===== src/rtl/kovacs_protocol_sequencer.sv =====
// kovacs_protocol_sequencer
// N-phase switching sequencer: each phase routes one input channel to the
// DAC path for a programmable number of cycles. It also drives a
// phase-coded indicator for the second DAC.
// Optional build macro: KOVACS_SEQ_ROUND_EN. When defined, width reduction
// rounds half-up with positive saturation. When undefined, it truncates.
//
// Handshake: start_i and stop_i are single-cycle pulses sampled on clk_i.
// stop_i beats start_i, and rst_i beats both. There is no ready signal:
// start_i is accepted only in IDLE and is silently ignored in RUN.
// All outputs are registered from the state held before the edge.
// They therefore lag internal state by one cycle and stay aligned with
// each other. state_o is the unregistered internal state, for debug.
module kovacs_protocol_sequencer #(
    parameter  int N_PHASES = 4,
    parameter  int IN_W     = 16,
    parameter  int OUT_W    = 14,
    parameter  int CNT_W    = 32,
    localparam int PW       = $clog2(N_PHASES)
) (
    input  logic                      clk_i,
    input  logic                      rst_i,
    input  logic [N_PHASES*IN_W-1:0]  data_i,
    input  logic [N_PHASES*CNT_W-1:0] dur_i,
    input  logic [15:0]               n_cycles_i,
    input  logic                      start_i,
    input  logic                      stop_i,
    output logic [OUT_W-1:0]          data_o,
    output logic [OUT_W-1:0]          indicator_o,
    output logic [PW-1:0]             phase_o,
    output logic                      busy_o,
    output logic                      done_o,
    output logic [15:0]               cycle_count_o,
    output logic                      state_o
);

    typedef enum logic {IDLE = 1'b0, RUN = 1'b1} state_t;

    state_t             state_q, state_d;
    logic [PW-1:0]      phase_q, phase_nxt, sel_phase;
    logic [CNT_W-1:0]   cnt_q, dur_q;
    logic [15:0]        ncyc_q, ccount_q;
    logic               done_q, finish;
    logic               phase_end, last_phase, seq_done, go;
    logic [IN_W-1:0]    sel;
    logic [OUT_W-1:0]   red;
    logic [OUT_W-1:0]   data_d, ind_d;
    logic [PW-1:0]      phase_d;
    logic               busy_d;

    assign state_o = state_q;

    // State register
    always_ff @(posedge clk_i) begin
        if (rst_i) state_q <= IDLE;
        else       state_q <= state_d;
    end

    // Next-state logic; a finite run ends at the last phase of the last sequence
    always_comb begin
        phase_end  = (cnt_q == dur_q);
        last_phase = (phase_q == PW'(N_PHASES - 1));
        phase_nxt  = last_phase ? '0 : phase_q + PW'(1);
        seq_done   = (ncyc_q != 16'd0) && (({1'b0, ccount_q} + 17'd1) == {1'b0, ncyc_q});
        go         = start_i && !stop_i;
        finish     = 1'b0;
        state_d    = state_q;
        unique case (state_q)
            IDLE: if (go) state_d = RUN;
            RUN: begin
                if (stop_i) begin
                    state_d = IDLE;
                end else if (phase_end && last_phase && seq_done) begin
                    state_d = IDLE;
                    finish  = 1'b1;
                end
            end
            default: state_d = IDLE;
        endcase
    end

    // Phase/duration/sequence bookkeeping; the duration is latched at phase entry
    always_ff @(posedge clk_i) begin
        if (rst_i) begin
            phase_q  <= '0;
            cnt_q    <= '0;
            dur_q    <= '0;
            ncyc_q   <= '0;
            ccount_q <= '0;
            done_q   <= 1'b0;
        end else begin
            done_q <= finish;
            if (state_q == IDLE) begin
                if (go) begin
                    phase_q  <= '0;
                    cnt_q    <= '0;
                    dur_q    <= dur_i[0 +: CNT_W];
                    ncyc_q   <= n_cycles_i;
                    ccount_q <= '0;
                end
            end else if (!stop_i) begin
                if (!phase_end) begin
                    cnt_q <= cnt_q + CNT_W'(1);
                end else begin
                    cnt_q   <= '0;
                    phase_q <= phase_nxt;
                    dur_q   <= dur_i[int'(phase_nxt)*CNT_W +: CNT_W];
                    if (last_phase && ccount_q != 16'hFFFF) ccount_q <= ccount_q + 16'd1;
                end
            end
        end
    end

    // Channel select: channel 0 passes through while idle
    assign sel_phase = (state_q == RUN) ? phase_q : '0;
    assign sel       = data_i[int'(sel_phase)*IN_W +: IN_W];

    // Width reduction of the selected channel
    generate
        if (OUT_W >= IN_W) begin : g_ext
            assign red = OUT_W'($signed(sel));
        end else begin : g_red
`ifdef KOVACS_SEQ_ROUND_EN
            localparam int SH = IN_W - OUT_W;
            logic [IN_W:0]  ext, sum;
            logic [OUT_W:0] rnd;
            logic           unused_low;
            assign ext        = {sel[IN_W-1], sel};
            assign sum        = ext + ((IN_W + 1)'(1) << (SH - 1));
            assign rnd        = sum[IN_W -: OUT_W + 1];
            assign unused_low = ^sum[SH-1:0];
            // Only a positive input can overflow the half-up add
            assign red = (rnd[OUT_W] != rnd[OUT_W-1]) ? {1'b0, {(OUT_W - 1){1'b1}}}
                                                      : rnd[OUT_W-1:0];
`else
            logic unused_low;
            assign unused_low = ^sel[IN_W-OUT_W-1:0];
            assign red        = sel[IN_W-1 -: OUT_W];
`endif
        end
    endgenerate

    // Output decode from the current (pre-edge) state
    always_comb begin
        data_d  = red;
        ind_d   = '0;
        phase_d = '0;
        busy_d  = 1'b0;
        if (state_q == RUN) begin
            ind_d   = OUT_W'(phase_q) << (OUT_W - 1 - PW);
            phase_d = phase_q;
            busy_d  = 1'b1;
        end
    end

    // Output register
    always_ff @(posedge clk_i) begin
        if (rst_i) begin
            data_o        <= '0;
            indicator_o   <= '0;
            phase_o       <= '0;
            busy_o        <= 1'b0;
            done_o        <= 1'b0;
            cycle_count_o <= '0;
        end else begin
            data_o        <= data_d;
            indicator_o   <= ind_d;
            phase_o       <= phase_d;
            busy_o        <= busy_d;
            done_o        <= done_q;
            cycle_count_o <= ccount_q;
        end
    end

endmodule


===== config.mk =====
export PLATFORM = sky130hd
export DESIGN_NAME = kovacs_protocol_sequencer
export DESIGN_NICKNAME = d
export VERILOG_FILES = /design/src/rtl/kovacs_protocol_sequencer.sv
export SDC_FILE = /design/constraint.sdc
export NUM_CORES = 1
export LEC_CHECK = 0
export BUFFER_PORTS_ARGS = -buffer_cell sky130_fd_sc_hd__buf_2
export CAP_MARGIN = 15
export CORE_MARGIN = 5
export CORE_UTILIZATION = 51
export CTS_CLUSTER_SIZE = 25
export DETAILED_ROUTE_END_ITERATION = 12
export GPL_TIMING_DRIVEN = 0
export PLACE_DENSITY = 0.81
export SLEW_MARGIN = 40
export SYNTH_ARGS = -nofsm -noshare
export SYNTH_HDL_FRONTEND = slang
export SYNTH_SLANG_ARGS = --single-unit

===== constraint.sdc =====
create_clock -name clk_i -period 3 [get_ports clk_i]
set_input_delay 0.75 -clock clk_i [delete_from_list [all_inputs] [get_ports clk_i]]
set_output_delay 0.75 -clock clk_i [all_outputs]
set_load 0.01 [all_outputs]

==> impl_metrics.ini <==
[outcome]
status = complete, no violations

[clock_network]
cts_buffer_depth = 2
hold_buffers = 0
cts.htree.levels = 4
cts.clk_slew.worst_paths_ps = 60
numClockSinks = 136
clock_latency_ps = 430
tritoncts = done
cts-root-buf = clkbuf_16
cts_buffers = 17

[cells_and_area]
fillers = 1297
syn2layout_area_growth_pct = 27.30
finalInstanceArea_mm2 = 0.009657
fin_nets = 1420
layout_commonest_cell = buf_2
final_layout_size_suffix_gt1_share_pct = 27.67
layout_common_cells = buf_2 (246), dfxtp_1 (135), nand2_1 (114)
fin_util_pct = 66.19

[detailed_routing]
drt_wl_total_um = 27570
ant_nets = 0
drtPass1Iterations = 6
remaining_drc_errors = 0
num_vias = 8421
drt_iter0_markers = 813
wl_per_cell_um = 19.64
vias_per_cell = 5.998

[worst_setup_path]
cpMaxStageDelayCell = a2111oi_1
crit_fanout = 10
critPathArrivalTime_ps = 3190
cp_top_family = compound AO/OA/AOI/OAI gates
critPathLaunchType = flip-flop
crit_buf_inv = 2
required_ps = 3290
crit_path_cell_trace = clkbuf_1 -> xnor2_1 -> nand4_1 -> or4_4 -> o21a_1 -> clkbuf_1 -> a2111oi_1 -> nor3_1
r2r_cells = 8
path_depth = 8
worst_path_largest_cell_delay_ps = 510
path_common_cell = clkbuf_1
cp-end-kind = flip-flop
critical_path_class = flip-flop to flip-flop

[global_routing]
grt_overflow = 0
grt_pass1_wl_um = 42370
grt_pass1_vias = 8259
grt_max_degree = 17
antenna_found_initial = 2
grt.total_usage_pct = 30.14

[placement]
placed_cell_area_mm2 = 0.009060
gp_congestion = 0.9655
dp_hpwl_um = 21310
port-buffer-count = 239

[timing]
fmax_ghz = 0.3448
whs_ps = 440.6
fin_crit_sh_pct = 96.68
period_needed_ps = 2900
final-setup-viol-count = 0
hold_violations = 0
worst_slew_pin_slew_ps = 849.6
fin_worst_skew_ps = 6.026
maxSlewViolCount = 0
fin_setup_tns_ps = 0
relSlewSlack_pct = 43.36

[synth]
async_flop_share_pct = 0
synth_top_area_share_pct = 35.89
ys_top_cells_by_area = dfxtp_1 (36%), nand2_1 (5.6%), xnor2_1 (5.2%)
synthesis.instances = 938
synth_cell_type_count = 57
synth_seq_area_share_pct = 35.89
syn_area_mm2 = 0.007586
yosys.area.top_type = dfxtp_1
yosysWarnings = 0
synth.avg_cell_area_um2 = 8.087
synth_flop_cell = dfxtp_1
synth_edf_count = 0
ys_ff_latch = 136

[job]
maxCapViolations = 0

[floorplan]
rows = 44
fp.dieW_um = 132.0
start_util_pct = 52.00
num_io_pins = 261
die_y_um = 132.0
core_area_mm2 = 0.01459
fp.dieArea_mm2 = 0.01741

[power_and_ir_drop]
max-vdd-ir-drop_v = 0.0004434
leakagePower_nw = 3.731
power.density_mw_per_mm2 = 464.3

[worst_hold_path]
min_path_cells = 1
hold_class = flip-flop to flip-flop
## logic make-up after synthesis
group / Yosys count / share of synthesized area (%)
AO/OA/AOI/OAI: 254 / 22.00
XOR/XNOR: 62 / 7.554
adder cells (fa/ha/maj): 3 / 0.4949
buffers and inverters: 109 / 6.416
flip-flops: 136 / 35.89
multiplexers: 36 / 5.129
other: 1 / 0.04943
AND/OR/NAND/NOR: 337 / 22.46
## registers in the layout, indices dropped and copies added, names as in the netlist, 14 cells and up
| name | cells |
|---|---|
| ccount_q | 16 |
| cnt_q | 32 |
| cycle_count_o | 16 |
| data_o | 14 |
| dur_q | 32 |
| ncyc_q | 16 |
## worst paths after layout
path / start / end / slack [ps]
worst min register to register: done_q / done_o / 440
worst max register to register: cnt_q[14] / dur_q[20] / 100
worst max-delay path: cnt_q[14] / dur_q[20] / 100
worst min-delay path: done_q / done_o / 440
## report_power, final
group          internal (W)  switching [W]  total [W]
clock network       0.00116       0.000838    0.00200
logic              0.000261       0.000325   0.000586
registers           0.00186      0.0000386    0.00190
total               0.00328        0.00120    0.00448
## per-stage QoR
step / power (W) / std cells / setup WS, ps
floorplan: 0.002240 / 949 / 491.6
global placement: 0.002492 / 1372 / -122.5
detailed placement: 0.002503 / 1372 / -182.1
CTS: 0.004474 / 1403 / 32.40
global route: 0.004631 / 1404 / -1.792
finish: 0.004484 / 1404 / 99.66
## layer usage
layer	share of wire [%]	GRT usage, %	wire, um
met3	11	7.748	2963
met1	40	37.40	10890
met4	3.9	15.03	1077
met5	0	0	0
met2	46	48.51	12640
## synth_stat cells, types with 12 or more instances
cell type	n
a211oi_1	26
nor2b_1	28
nand2_1	114
a311oi_1	14
inv_1	14
mux2i_1	13
xnor2_1	45
clkbuf_1	63
nor4_1	13
a21oi_1	68
nor3_1	18
xor2_1	13
o2111ai_1	23
nand3_1	44
mux2_2	23
nor2_1	35
o21ai_0	45
nand4_1	30
dfxtp_1	136
buf_4	12
o22ai_1	25
## worst reg2reg max path: cells and delay by family (launching register included)
family	cells	cell delay, ps
AO/OA/AOI/OAI	2	880
buffers and inverters	2	590
XOR/XNOR	1	220
flip-flops	1	300
AND/OR/NAND/NOR	3	780
## cell type report
| type | instances | area (um^2) | area share (%) |
|---|---|---|---|
| Inverter | 14 | 52.55 | 0.5442 |
| Tap cell | 184 | 230.2 | 2.384 |
| Multi-Input combinational cell | 704 | 4451 | 46.09 |
| Antenna cell | 2 | 5.005 | 0.05183 |
| Buffer | 93 | 432.9 | 4.483 |
| Sequential cell | 136 | 2724 | 28.21 |
| Clock buffer | 19 | 442.9 | 4.587 |
| Clock inverter | 13 | 122.6 | 1.270 |
| Timing Repair Buffer | 239 | 1196 | 12.39 |
## timing repair
action                                  in CTS  in global routing
endpoints found under the setup margin      29                 27
endpoints found under the hold margin        0                  0
gates resized for setup                      2                 12
setup buffers                                0                  0
(Power assumes the default switching activity.)
